==> config.mk <==
export PLATFORM = sky130hd
export DESIGN_NAME = imem_loader_flat
export DESIGN_NICKNAME = d
export VERILOG_FILES = /design/src/rtl/imem_loader_if.sv /design/src/rtl/imem_loader.sv /design/src/flat_wrapper.sv
export SDC_FILE = /design/constraint.sdc
export NUM_CORES = 1
export LEC_CHECK = 0
export CELL_PAD_IN_SITES_DETAIL_PLACEMENT = 0
export CELL_PAD_IN_SITES_GLOBAL_PLACEMENT = 2
export CORE_MARGIN = 2
export CORE_UTILIZATION = 29
export DETAILED_ROUTE_END_ITERATION = 10
export GPL_ROUTABILITY_DRIVEN = 0
export HOLD_SLACK_MARGIN = 0.06
export PLACE_DENSITY = 0.87
export SYNTH_ARGS = -nofsm -noshare
export SYNTH_HDL_FRONTEND = slang
export SYNTH_SLANG_ARGS = --single-unit
==> constraint.sdc <==
create_clock -name clk -period 1.9 [get_ports clk]
set_clock_uncertainty 0.2 [all_clocks]
set_input_delay 0.19 -clock clk [delete_from_list [all_inputs] [get_ports clk]]
set_output_delay 0.19 -clock clk [all_outputs]
set_load 0.03 [all_outputs]
==> src/rtl/imem_loader_if.sv <==
// imem_loader_if: instruction-memory write bus driven by the byte-serial loader.
//   imem_write_adr  write address, valid while imem_write is high
//   imem_in         write data, valid while imem_write is high
//   imem_write      one-cycle write strobe
// master = loader side (drives), slave = memory side (receives).
interface imem_loader_if #(
    parameter int ADDR_W = 10,
    parameter int DATA_W = 40
);
    logic [ADDR_W-1:0] imem_write_adr;
    logic [DATA_W-1:0] imem_in;
    logic              imem_write;

    modport master (output imem_write_adr, output imem_in, output imem_write);
    modport slave  (input  imem_write_adr, input  imem_in, input  imem_write);
endinterface

==> src/rtl/imem_loader.sv <==
// imem_loader: byte-serial instruction-memory loader.
// Synchronises the pad byte bus, its sclk strobe and the load enable into clk,
// collects a 2-byte start address followed by BYTES_PER_WORD-byte words (first
// byte = MSB), and issues one imem_write pulse per completed word with an
// auto-incrementing address. The core is held in reset while loading.
//   clk, reset   core clock, synchronous active-high reset
//   sclk         async byte strobe (byte taken on rise)
//   load_en      async loader enable (modesel_0 pad)
//   data_in      async byte bus
//   imem         write bus (master)
//   core_reset   registered reset | synchronised load_en
//   word_count   words written since last load_en rise, saturating at 2^ADDR_W
//   busy         state != IDLE
// Assumes ADDR_W > 8 and DATA_W >= 16.
module imem_loader #(
    parameter int ADDR_W         = 10,
    parameter int DATA_W         = 40,
    parameter int BYTES_PER_WORD = DATA_W / 8
) (
    input  logic              clk,
    input  logic              reset,
    input  logic              sclk,
    input  logic              load_en,
    input  logic [7:0]        data_in,
    imem_loader_if.master     imem,
    output logic              core_reset,
    output logic [ADDR_W:0]   word_count,
    output logic              busy
);
    localparam int IDX_W = (BYTES_PER_WORD > 1) ? $clog2(BYTES_PER_WORD) : 1;
    localparam logic [IDX_W-1:0]  LAST_IDX = IDX_W'(BYTES_PER_WORD - 1);
    localparam logic [ADDR_W:0]   WC_MAX   = (ADDR_W+1)'(1) << ADDR_W;

    typedef enum logic [1:0] {IDLE, ADDR_HI, ADDR_LO, DATA} state_t;
    state_t state, next_state;

    logic              sclk_s1, sclk_s2, sclk_d, strobe;
    logic              le_s1, le_s2, le_d;
    logic [7:0]        data_s1, data_s2;
    logic              le_rise, le_fall, word_done;
    logic [ADDR_W-1:0] addr;
    logic [IDX_W-1:0]  idx;
    // Only the low DATA_W-8 bits are kept: the oldest byte is consumed directly
    // into imem_in on the completing strobe, so it never needs to be stored.
    logic [DATA_W-9:0] shreg;

    assign le_rise = le_s2 & ~le_d;
    assign le_fall = le_d & ~le_s2;
    assign busy    = (state != IDLE);

    // Synchronisers; strobe is registered so it lands 3 edges after the sclk rise.
    always_ff @(posedge clk) begin
        if (reset) begin
            sclk_s1 <= 1'b0; sclk_s2 <= 1'b0; sclk_d <= 1'b0; strobe <= 1'b0;
            le_s1   <= 1'b0; le_s2   <= 1'b0; le_d   <= 1'b0;
            data_s1 <= '0;   data_s2 <= '0;
        end else begin
            sclk_s1 <= sclk;    sclk_s2 <= sclk_s1; sclk_d <= sclk_s2;
            strobe  <= sclk_s2 & ~sclk_d;
            le_s1   <= load_en; le_s2   <= le_s1;   le_d   <= le_s2;
            data_s1 <= data_in; data_s2 <= data_s1;
        end
    end

    always_ff @(posedge clk) begin
        if (reset) state <= IDLE;
        else       state <= next_state;
    end

    // A load_en fall overrides everything, including a completing strobe.
    always_comb begin
        next_state = state;
        word_done  = 1'b0;
        if (le_fall) begin
            next_state = IDLE;
        end else begin
            case (state)
                IDLE:    if (le_rise) next_state = ADDR_HI;
                ADDR_HI: if (strobe)  next_state = ADDR_LO;
                ADDR_LO: if (strobe)  next_state = DATA;
                DATA:    word_done = strobe && (idx == LAST_IDX);
                default: next_state = IDLE;
            endcase
        end
    end

    always_ff @(posedge clk) begin
        if (reset) begin
            addr                <= '0;
            idx                 <= '0;
            shreg               <= '0;
            word_count          <= '0;
            core_reset          <= 1'b1;
            imem.imem_write     <= 1'b0;
            imem.imem_in        <= '0;
            imem.imem_write_adr <= '0;
        end else begin
            core_reset      <= le_s2;
            imem.imem_write <= word_done;
            if (state == IDLE && le_rise) word_count <= '0;
            if (strobe && !le_fall) begin
                case (state)
                    ADDR_HI: addr[ADDR_W-1:8] <= data_s2[ADDR_W-9:0];
                    ADDR_LO: begin
                        addr[7:0] <= data_s2;
                        idx       <= '0;
                    end
                    DATA: begin
                        shreg <= {shreg[DATA_W-17:0], data_s2};
                        if (idx == LAST_IDX) begin
                            imem.imem_in        <= {shreg, data_s2};
                            imem.imem_write_adr <= addr;
                            addr                <= addr + 1'b1;
                            idx                 <= '0;
                            if (word_count != WC_MAX) word_count <= word_count + 1'b1;
                        end else begin
                            idx <= idx + 1'b1;
                        end
                    end
                    default: ;
                endcase
            end
        end
    end
endmodule

==> src/flat_wrapper.sv <==
// flat-port wrapper written by rule: the top's interface ports become plain ports
module imem_loader_flat 
#(
    parameter int ADDR_W         = 10,
    parameter int DATA_W         = 40,
    parameter int BYTES_PER_WORD = DATA_W / 8
)
  (clk, reset, sclk, load_en, data_in, core_reset, word_count, busy, imem_imem_write_adr, imem_imem_in, imem_imem_write);
  imem_loader_if #(.ADDR_W(ADDR_W), .DATA_W(DATA_W)) imem_i ();
  input  logic clk;
  input  logic reset;
  input  logic sclk;
  input  logic load_en;
  input  logic [7:0] data_in;
  output logic core_reset;
  output logic [ADDR_W:0] word_count;
  output logic busy;
  output wire logic [$bits(imem_i.imem_write_adr)-1:0] imem_imem_write_adr;
  output wire logic [$bits(imem_i.imem_in)-1:0] imem_imem_in;
  output wire logic [$bits(imem_i.imem_write)-1:0] imem_imem_write;
  assign imem_imem_write_adr = imem_i.imem_write_adr;
  assign imem_imem_in = imem_i.imem_in;
  assign imem_imem_write = imem_i.imem_write;
  imem_loader #(.ADDR_W(ADDR_W), .DATA_W(DATA_W), .BYTES_PER_WORD(BYTES_PER_WORD)) u_core (.clk(clk), .reset(reset), .sclk(sclk), .load_en(load_en), .data_in(data_in), .imem(imem_i), .core_reset(core_reset), .word_count(word_count), .busy(busy));
endmodule
==> results.sh <==
export IMPL_status="complete, but fails checks"
export IMPL_violations="setup timing"
export IMPL_num_antenna_cells=0
export IMPL_route_vias_total=4748
export IMPL_dp_cells=922
export IMPL_post_route_period_util=1.02
export IMPL_die_area_sq_mm=0.0188
export IMPL_die_w_um=137
export IMPL_end_kind="flip-flop"
export IMPL_dr_first_iter_drc_count=297
export IMPL_power_density_mw_per_mm2=927
export IMPL_min_period_ns=1.94
export IMPL_layout_setup_ws_ns=-0.0361
export IMPL_wire_per_inst_um=14.9
export IMPL_syn2layout_area_growth_pct=44.5
export IMPL_grt_pass1_vias=4629
export IMPL_avgSynthCellArea_sq_um=8.23
export IMPL_initial_core_util=0.297
export IMPL_worstMarginPinSlew_ns=0.713
export IMPL_p_leak_uw=0.00272
export IMPL_ant_nets=0
export IMPL_synthAdderAreaFrac=0.0219
export IMPL_cts_buffers_inserted=17
export IMPL_maxSlewViolCount=0
export IMPL_grtUsageTotal=0.159
export IMPL_remaining_drc_errors=0
export IMPL_h_tree_depth=4
export IMPL_synthArstFlopShare=0
export IMPL_cp_max_fo=7
export IMPL_ys_seq_area_frac=0.519
export IMPL_yosys_area_share_simple=0.253
export IMPL_path_class="reg -> reg"
export IMPL_synthMuxAreaShare=0.00195
export IMPL_wl_mm=14.5
export IMPL_coreArea_sq_mm=0.0173
export IMPL_design_area_sq_mm=0.00742
export IMPL_clock_sinks=133
export IMPL_overflow=0
export IMPL_synth_fp_nets=645
export IMPL_grt_pass1_wl_mm=23.1
export IMPL_synth_top_cell_area_share=0.519
export IMPL_clockBufferDepth=2
export IMPL_setup_viol=10
export IMPL_required_ns=2.04
export IMPL_rsz0062_at_grt="yes"
export IMPL_layout_nets=757
export IMPL_hold_viol=0
export IMPL_slowest_stage="or4_4"
export IMPL_synth_most_common_cell="nand2_1"
export IMPL_cts_clk_slew_worst_paths_ns=0.06
export IMPL_max_freq_ghz=0.517
export IMPL_cp_buffers_inverters=0
export IMPL_ys_top_cells_by_count="nand2_1, dfxtp_1, a21oi_1, clkbuf_1, nor2b_1"
export IMPL_syn_area_sq_mm=0.00513
export IMPL_io_pins=76
export IMPL_ys_flop_type="dfxtp_1"
export IMPL_synth_cells=624
export IMPL_finalNonFillerCells=974
export IMPL_arrival_ns=2.08
export IMPL_timing_max_cap_violations=0
export IMPL_grt_max_degree=64
export IMPL_cp_top_family="simple AND/OR/NAND/NOR gates"
export IMPL_synth_top_area_cell="dfxtp_1"
export IMPL_synth_top_family_by_area="simple AND/OR/NAND/NOR gates"
export IMPL_max_slew_margin_rel=0.524
export IMPL_synth_edf_count=0
export IMPL_row_count=48
export IMPL_cts_tree="yes"
export IMPL_synth_seq_cells=133
export IMPL_synth_xor_area_frac=0
export IMPL_ys_types=44
export IMPL_slowest_delay_ns=0.49
export IMPL_crit_chain="ha_4 -> nand3_4 -> or3_4 -> or4_4 -> a31oi_1"
export IMPL_hpwl_mm=9.21
export IMPL_vias_per_cell=4.87
export IMPL_yosys_top_cells_area="dfxtp_1, nand2_1, a21oi_1, nor2b_1, clkbuf_1"
export IMPL_portBuffers=75
export IMPL_dr_pass1_iters=4
export IMPL_total_power_uw=6880
export IMPL_post_dp_cell_area_sq_mm=0.00640
export IMPL_root_buffer="clkbuf_16"
export IMPL_insertion_delay_ns=0.42
export IMPL_die_y_um=137
export IMPL_layout_drive_gt1_share=0.180
export IMPL_yosys_warnings=0
export IMPL_antenna_found_initial=0
export IMPL_holdWs_ns=0.0903
export IMPL_crit_path_start_kind="flip-flop"
export IMPL_final_util=0.429
export IMPL_peakVddDrop_uv=620
export IMPL_hold_buffers=0
export IMPL_synth_compound_area_frac=0.162
export IMPL_hp_class="in -> reg"
## logic make-up (layout without fill, tap and decap cells)
logic type / count (synthesis) / in the layout
AND/OR/NAND/NOR: 282 / 282
AO/OA/AOI/OAI: 145 / 145
flip-flops: 133 / 133
adder cells (fa/ha/maj): 9 / 9
buffers and inverters: 54 / 179
multiplexers: 1 / 1
## registers in the layout (all words and copies together), names as in the netlist, 2 cells and up
name	count
u_core.state	2
u_core.data_s1	8
u_core.idx	3
u_core.addr	10
u_core.imem.imem_in	40
u_core.imem.imem_write_adr	10
u_core.shreg	32
u_core.word_count	11
u_core.data_s2	8
## per-layer routing
metal  share of wire  GRT usage  wire [um]
met1            0.46      0.198       6610
met2            0.49      0.257       7080
met3           0.040     0.0441        584
met4           0.016     0.0664        233
met5               0          0          0
## per-stage QoR
| stage | setup slack (ns) | TNS, ns |
|---|---|---|
| 3_3_place_gp | -0.153 | -1.38 |
| 5_1_grt | -0.124 | -2.72 |
| 3_5_place_dp | -0.252 | -4.30 |
| 6_report | -0.0361 | -0.113 |
| 4_1_cts | -0.107 | -0.280 |
| 2_1_floorplan | -0.0621 | -0.129 |
## worst register-to-register path, delay by kind of cell, from the launching register on
kind / cells / cell delay [ns]
AND/OR/NAND/NOR: 3 / 0.96
flip-flops: 1 / 0.37
adder cells (fa/ha/maj): 1 / 0.18
AO/OA/AOI/OAI: 1 / 0.16
## placed cells by master, fill, tap and decap left out, types with 4 or more instances in the layout
cell type	synthesis	layout
and3_1	6	5
clkdlybuf4s50_1	0	55
dlygate4sd2_1	0	13
a21oi_1	97	97
inv_1	11	7
ha_1	9	4
nand2_1	180	180
nand3_1	11	10
o211ai_1	6	6
nor2_1	10	10
o21ai_1	0	4
clkbuf_16	0	18
nor2b_1	28	27
nand2b_1	6	6
o21ai_0	12	6
nand4_1	11	11
inv_2	1	5
buf_4	0	49
dfxtp_4	0	4
buf_12	0	7
dfxtp_1	133	126
a31oi_1	5	5
dlymetal6s2s_1	0	5
## final timing paths
path | depth (start not counted) | from | to | slack [ns]
worst max-delay path | 5 | u_core.state[1]$_SDFFE_PP0P_ | u_core.word_count[9]$_SDFF_PP0_ | -0.04
worst min-delay path | 2 | reset | u_core.le_s1$_SDFF_PP0_ | 0.09
worst max register to register | 5 | u_core.state[1]$_SDFFE_PP0P_ | u_core.word_count[9]$_SDFF_PP0_ | -0.04
worst min register to register | 1 | u_core.sclk_d$_SDFF_PP0_ | u_core.strobe$_SDFF_PP0_ | 0.20
## where the power goes
group	leakage, uW	switching, uW	internal (uW)
clock	0.000296	1250	2170
combinational	0.00134	296	290
sequential	0.00108	38.4	2840
## final cells by class
cell class | count | area, sq um
fill | 1679 | 9880
sequential | 133 | 2680
multi-input combinational | 437 | 2430
timing repair buffer | 135 | 1360
clock buffer | 21 | 470
tap | 225 | 282
clock inverter | 11 | 149
inverter | 12 | 45.0
## what timing repair did
item | in CTS | in global routing
resized for setup | 56 | 20
pin swaps | 17 | 9
setup buffers | 9 | 9
cloned | 2 | 1
endpoints found under the setup margin | 80 | 63
hold endpoints to repair | 0 | 0
Note: power is estimated with default switching activity, not from simulation.
